$ cat config.mk
export PLATFORM = sky130hd
export DESIGN_NAME = instr_fetch_unit
export DESIGN_NICKNAME = d
export VERILOG_FILES = /design/src/rtl/instr_fetch_unit.sv
export SDC_FILE = /design/constraint.sdc
export NUM_CORES = 1
export LEC_CHECK = 0
export CORE_ASPECT_RATIO = 1.25
export CORE_UTILIZATION = 35
export DETAILED_ROUTE_END_ITERATION = 8
export PLACE_DENSITY = 0.55
export SLEW_MARGIN = 20
export SYNTH_ARGS = -nofsm -noshare
export SYNTH_HDL_FRONTEND = slang
export SYNTH_SLANG_ARGS = --single-unit
$ cat constraint.sdc
create_clock -name clk -period 6.35 [get_ports clk]
set_input_delay 1.27 -clock clk [delete_from_list [all_inputs] [get_ports clk]]
set_output_delay 1.27 -clock clk [all_outputs]
set_load 0.1 [all_outputs]
$ cat src/rtl/instr_fetch_unit.sv
// instr_fetch_unit: PC owner and prefetch FIFO feeding decode, flushed by branch redirects.
module instr_fetch_unit #(
  parameter int          FIFO_DEPTH = 2,
  parameter logic [31:0] RESET_PC   = 32'd0
) (
  input  logic                          clk,
  input  logic                          rst,
  output logic [31:0]                   imem_addr,
  input  logic [31:0]                   imem_data,
  input  logic                          branch_valid,
  input  logic [31:0]                   branch_target,
  output logic                          out_valid,
  input  logic                          out_ready,
  output logic [31:0]                   out_instr,
  output logic [31:0]                   out_pc,
  output logic [$clog2(FIFO_DEPTH):0]   fifo_count
);
  localparam int AW = $clog2(FIFO_DEPTH);
  logic [31:0]   pc_q, pc_d;
  logic [AW-1:0] rd_q, rd_d, wr_q, wr_d;
  logic [AW:0]   cnt_q, cnt_d;
  logic [31:0]   pcs_q [FIFO_DEPTH];
  logic [31:0]   ins_q [FIFO_DEPTH];
  logic          pop, fetch, push;
  assign pop   = out_valid & out_ready;
  assign fetch = (cnt_q < (AW+1)'(FIFO_DEPTH)) | pop;
  assign push  = fetch & ~branch_valid;
  // A branch still lets the head pop (decode took it) but drops everything else.
  always_comb begin
    pc_d  = branch_valid ? branch_target : push ? pc_q + 32'd1 : pc_q;
    rd_d  = branch_valid ? '0 : rd_q + AW'(pop);
    wr_d  = branch_valid ? '0 : wr_q + AW'(push);
    cnt_d = branch_valid ? '0 : cnt_q + (AW+1)'(push) - (AW+1)'(pop);
  end
  always_ff @(posedge clk or posedge rst) begin
    if (rst) begin
      pc_q  <= RESET_PC;
      rd_q  <= '0;
      wr_q  <= '0;
      cnt_q <= '0;
      for (int i = 0; i < FIFO_DEPTH; i++) begin
        pcs_q[i] <= '0;
        ins_q[i] <= '0;
      end
    end else begin
      pc_q  <= pc_d;
      rd_q  <= rd_d;
      wr_q  <= wr_d;
      cnt_q <= cnt_d;
      if (push) begin
        pcs_q[wr_q] <= pc_q;
        ins_q[wr_q] <= imem_data;
      end
    end
  end
  assign imem_addr  = pc_q;
  assign out_valid  = cnt_q != '0;
  assign out_pc     = pcs_q[rd_q];
  assign out_instr  = ins_q[rd_q];
  assign fifo_count = cnt_q;
endmodule

### Word-level counts from Yosys, hierarchy flattened

Cells that the tools add are included.

* add/sub/neg operators: 5
* order comparisons: 4
* multiplexer cells: 15
* bitwise logic cells: 6
* reductions and logical operators: 3

Operators by type and width (count)
* 32-bit two-way mux: 9
* 64-bit bitwise mux: 2
* 32-bit by 1-bit adder with 32-bit output (second input constant): 1
* 32-bit demux with 1-bit select: 1
* 2-bit greater-or-equal comparator (second input constant): 2
* 1-bit inverter with 2-bit output: 2
* 2-bit nonzero test: 2
* 1-bit adder: 2
* 2-bit by 1-bit adder with 2-bit output: 1
* 1-bit bitwise AND: 2
* 2-bit by 1-bit less-than comparator with 1-bit output (second input constant): 1
* 2-bit less-than comparator (second input constant): 1
* 1-bit two-way mux: 2
* 2-bit two-way mux: 1
* 2-bit by 1-bit subtractor with 2-bit output: 1
* 1-bit logical AND: 1
* 1-bit inverter: 1
* 1-bit bitwise OR: 1

* bits in registers: 164
* input port bits: 68
* output and inout bits: 99
* word-level logic and storage cells: 41

### Longest topological paths before layout

* depth in word-level cells: 7
* gate-level depth with buffers: 9
* depth with buffers taken out: 9

### Least setup slack after synthesis

No wires, ideal clock.

* path kind: input-to-reg
* start: input out_ready
* end: register pcs_q[2] (netlist name)
* library setup time: 126 ps
* data arrival time: 2793 ps
* required time: 6224 ps
* slack: 3431 ps
* stages: 6
* cell sequence: and2b_4 -> nor2_1 -> ha_1 -> clkbuf_1 -> clkbuf_1 -> mux2_2

* word-level cells in the longest chain between the ends: 3

RTL lines
* from (decl): RTL line 13 `input logic out_ready,`
* 1-bit bitwise AND: RTL line 25 `assign pop = out_valid & out_ready;`
* 1-bit bitwise OR: RTL line 26 `assign fetch = (cnt_q < (AW+1)'(FIFO_DEPTH)) | pop;`
* 1-bit bitwise AND: RTL line 27 `assign push = fetch & ~branch_valid;`
* to (signal, indexed assignment): RTL line 51 `pcs_q[wr_q] <= pc_q;`
* to (decl): RTL line 22 `logic [31:0] pcs_q [FIFO_DEPTH];`

No other way between the ends.
A chain may end at the register's enable or synchronous reset.

### Worst setup path in the final report

* start: register rd_q
* end: output out_pc[30]

* word-level cells in the longest chain between the ends: 4

RTL lines
* from (decl): RTL line 20 `logic [AW-1:0] rd_q, rd_d, wr_q, wr_d;`
* from (signal assigned): RTL line 47 `rd_q <= rd_d;`
* 1-bit inverter with 2-bit output (implied by the code): RTL line 58 `assign out_pc = pcs_q[rd_q];`
* 32-bit two-way mux (implied by the code) (3 in series): RTL line 58
* to (decl): RTL line 15 `output logic [31:0] out_pc,`

No other way between the ends. The select of a mux whose other input is x is not followed.

==> summary by stage <==
Route
The detailed-route DRC error count is 0. The residual antenna-violating net count after detailed routing is 0. After detailed routing, the total wire length is 17900 µm. The iteration-0 DRC count of the detailed router is 146. The average detailed-routed wire length per instance is 17.7 µm. The total iterations of the first detailed-routing run is 4. The via total after detailed routing is 4995. After detailed routing, the number of vias per cell comes to 4.94.

Global route
For this run, the total global-route usage over all layers was measured as 17.2%. The initial antenna violation count is 1. The number of global-route vias before repair is 5500. Entering global routing, the biggest net connects 115 pins.

The total grt overflow is 0. The wire length of the first global-routing pass is 29600 µm.

Critical path
The worst register-to-register path begins at fifo_count[1]. In this run the worst path has a maximum fanout of 65. In this run the critical register-to-register path is captured at pcs_q[8]. The worst setup path is of the reg -> out kind. The kind of end point of the critical path is an output pin. The count of cells along the worst register-to-register path is 4. The worst setup path is launched from a flop.

Across all register-to-register paths, the minimum setup slack is 3910 ps. Data arrives at the worst endpoint at 3010 ps. The endpoint required time on the critical path is 5080 ps.

Clock network
The cts-stage hold buffer count is 0. The clock root buffer master is clkbuf_16. After clock tree synthesis, the clock-pin slew on the worst setup and hold paths is 70 ps. The number of setup buffers added after CTS is 0. CTS built an H-tree with a depth of 4.

The maximum clock path buffer count is 2. The number of clock sinks seen by CTS is 164. The latest clock arrival within the worst-skew pair is 430 ps. The clock tree from TritonCTS is done. The number of gates resized after CTS is 0. TritonCTS created 17 clock buffers.

Synthesis
Of all flip-flops after synthesis, the portion carrying an async set or reset was 100%. The synthesized area is 0.00753 mm². In the synthesized netlist, the number of instances is 568. For this run, the leading register cell type out of synthesis is dfrtp_1. Counting every net in the synthesized netlist gives 641. Sequential cells were found to cover 54.5% of the synthesized design area. For this run, the number of Yosys warnings is 0. A synthesized cell averages 13.3 µm². Counting distinct cell types in the post-synthesis netlist gives 34. After synthesis the netlist holds a flip-flop and latch count of 164. Counting flops with a built-in enable in the synthesized netlist gives 0.

Placement
The final estimated routing congestion in global placement is 0.722. The number of placed instances, taps included, is 980. The port buffer count is 166. The HPWL reported at the end of detailed placement is 11500 µm.

Die
The die extent in y is 166 µm. The initial utilization of the core area, before any placement, comes to 35.9%. Pin placement for this block handled 167 I/O pins. The row count is 59. The floorplan step set the die width to 133 µm. After floorplanning, the core was sized to cover 0.0210 mm². The die covers 0.0221 mm².

STA
Headroom to the max-slew limit came out at 30.4%. Clock skew on the completed layout was measured at 13.0 ps. Setup repair after global routing left no endpoint under its margin. The pin slew with the least headroom to its limit is 1040 ps. The share of the cycle needed by the critical path after routing is 67.4%. The highest achievable clock rate is 0.234 GHz. The final number of max-transition violations is 0. The clock period could shrink to 4280 ps. The number of hold violations in the final report is 0.

The final count of negative-setup-slack endpoints is 0. The final sum of negative setup slack is 0 ps.

Min path
The path class of the tightest hold or removal check is reg -> reg. Counting instances, the worst hold path has a depth of 1. In this run the most critical hold path is launched from ins_q[50].

The endpoint of the worst hold-timing path is ins_q[50].

Status
The run finished with clean final reports.

Layout
Cells with a size suffix above 1 make up 32.9% of the layout. The count of placed standard cells in the final layout, fillers left out is 1012. Leaving out fill and tap cells, the most frequent cell in the layout is mux2_2. From synthesis to final layout, the design area changed by 33.4%.

After the last flow step, the layout net total stands at 798. The final-layout fill cell count is 1915. In the layout the commonest cells are 194 x mux2_2, 165 x clkdlybuf4s50_1, 163 x dfrtp_1. The final antenna diode count is 0.

Job
The tool flagged a number of max-cap violations equal to 0.
==> cell usage after synthesis (all sizes together), types with 5 or more instances <==
cell | n | area share [%]
mux2 | 194 | 29
nand3 | 16 | 1.2
nor2 | 12 | 0.60
ha | 5 | 0.83
xnor2 | 10 | 1.2
nand2 | 37 | 1.8
dfrtp | 164 | 55
clkbuf | 28 | 1.4
xor2 | 21 | 2.4
nor3 | 7 | 0.90
o21ai | 27 | 1.8
nand4 | 12 | 1.0
inv | 9 | 0.45
==> cell type report <==
class,count,area (µm²),area share (%)
Clock buffer,17,425,4.24
Tap cell,274,343,3.42
Timing Repair Buffer,168,1670,16.7
Inverter,9,41.3,0.411
Sequential cell,164,4110,40.9
Multi-Input combinational cell,365,3290,32.8
Clock inverter,15,155,1.55
==> metal layers <==
metal  GRT usage, %  part of all wire [%]
met3           4.82                   5.0
met5              0                 0.073
met4           4.45                  0.92
met2           29.7                    51
met1           21.0                    43
==> sequential cells by signal (all words and copies together) (netlist names) <==
name        flops
fifo_count      2
imem_addr      32
ins_q          64
pcs_q          64
rd_q            1
wr_q            1
==> how the worst max path moves through the flow <==
stage | start | endpoint | depth (start not counted)
after floorplan | rst | fifo_count[0] | 1
after global placement | rd_q | out_pc[30] | 2
after detailed placement | rd_q | out_pc[30] | 2
after CTS | rd_q | out_pc[30] | 2
after global routing | rd_q | out_pc[30] | 2
final | rd_q | out_pc[30] | 2
==> worst max-delay path, cell delays in order, from the launching register on <==
cell and delay [ps]:
dfrtp_4 1090, mux2_2 350, clkdlybuf4s50_1 1130
==> logic make-up (layout without fill, tap and decap cells) <==
logic type / count (synthesis) / count (layout) / share of synthesized area [%]
adders and majority gates: 5 / 5 / 0.831
muxes: 195 / 195 / 29.2
DFF: 164 / 164 / 54.5
xor gates and xnor gates: 31 / 31 / 3.61
and+or+nand+nor: 101 / 101 / 7.46
AOI/OAI and AO/OA: 33 / 33 / 2.38
buffers and inverters: 39 / 209 / 2.04
==> per-stage QoR <==
stage	setup WS, ps	area, µm²	utilization (%)	hold WS [ps]
after detailed placement	2460	9460	45.1	490
after global routing	1920	10000	47.9	515
final	2070	10000	47.9	504
after global placement	2460	9460	45.1	483
after CTS	1990	10000	47.9	507
after floorplan	647	7530	-	475
Power is not shown: default switching activity piles up to over one toggle a cycle in this logic, so the estimate is an artifact.
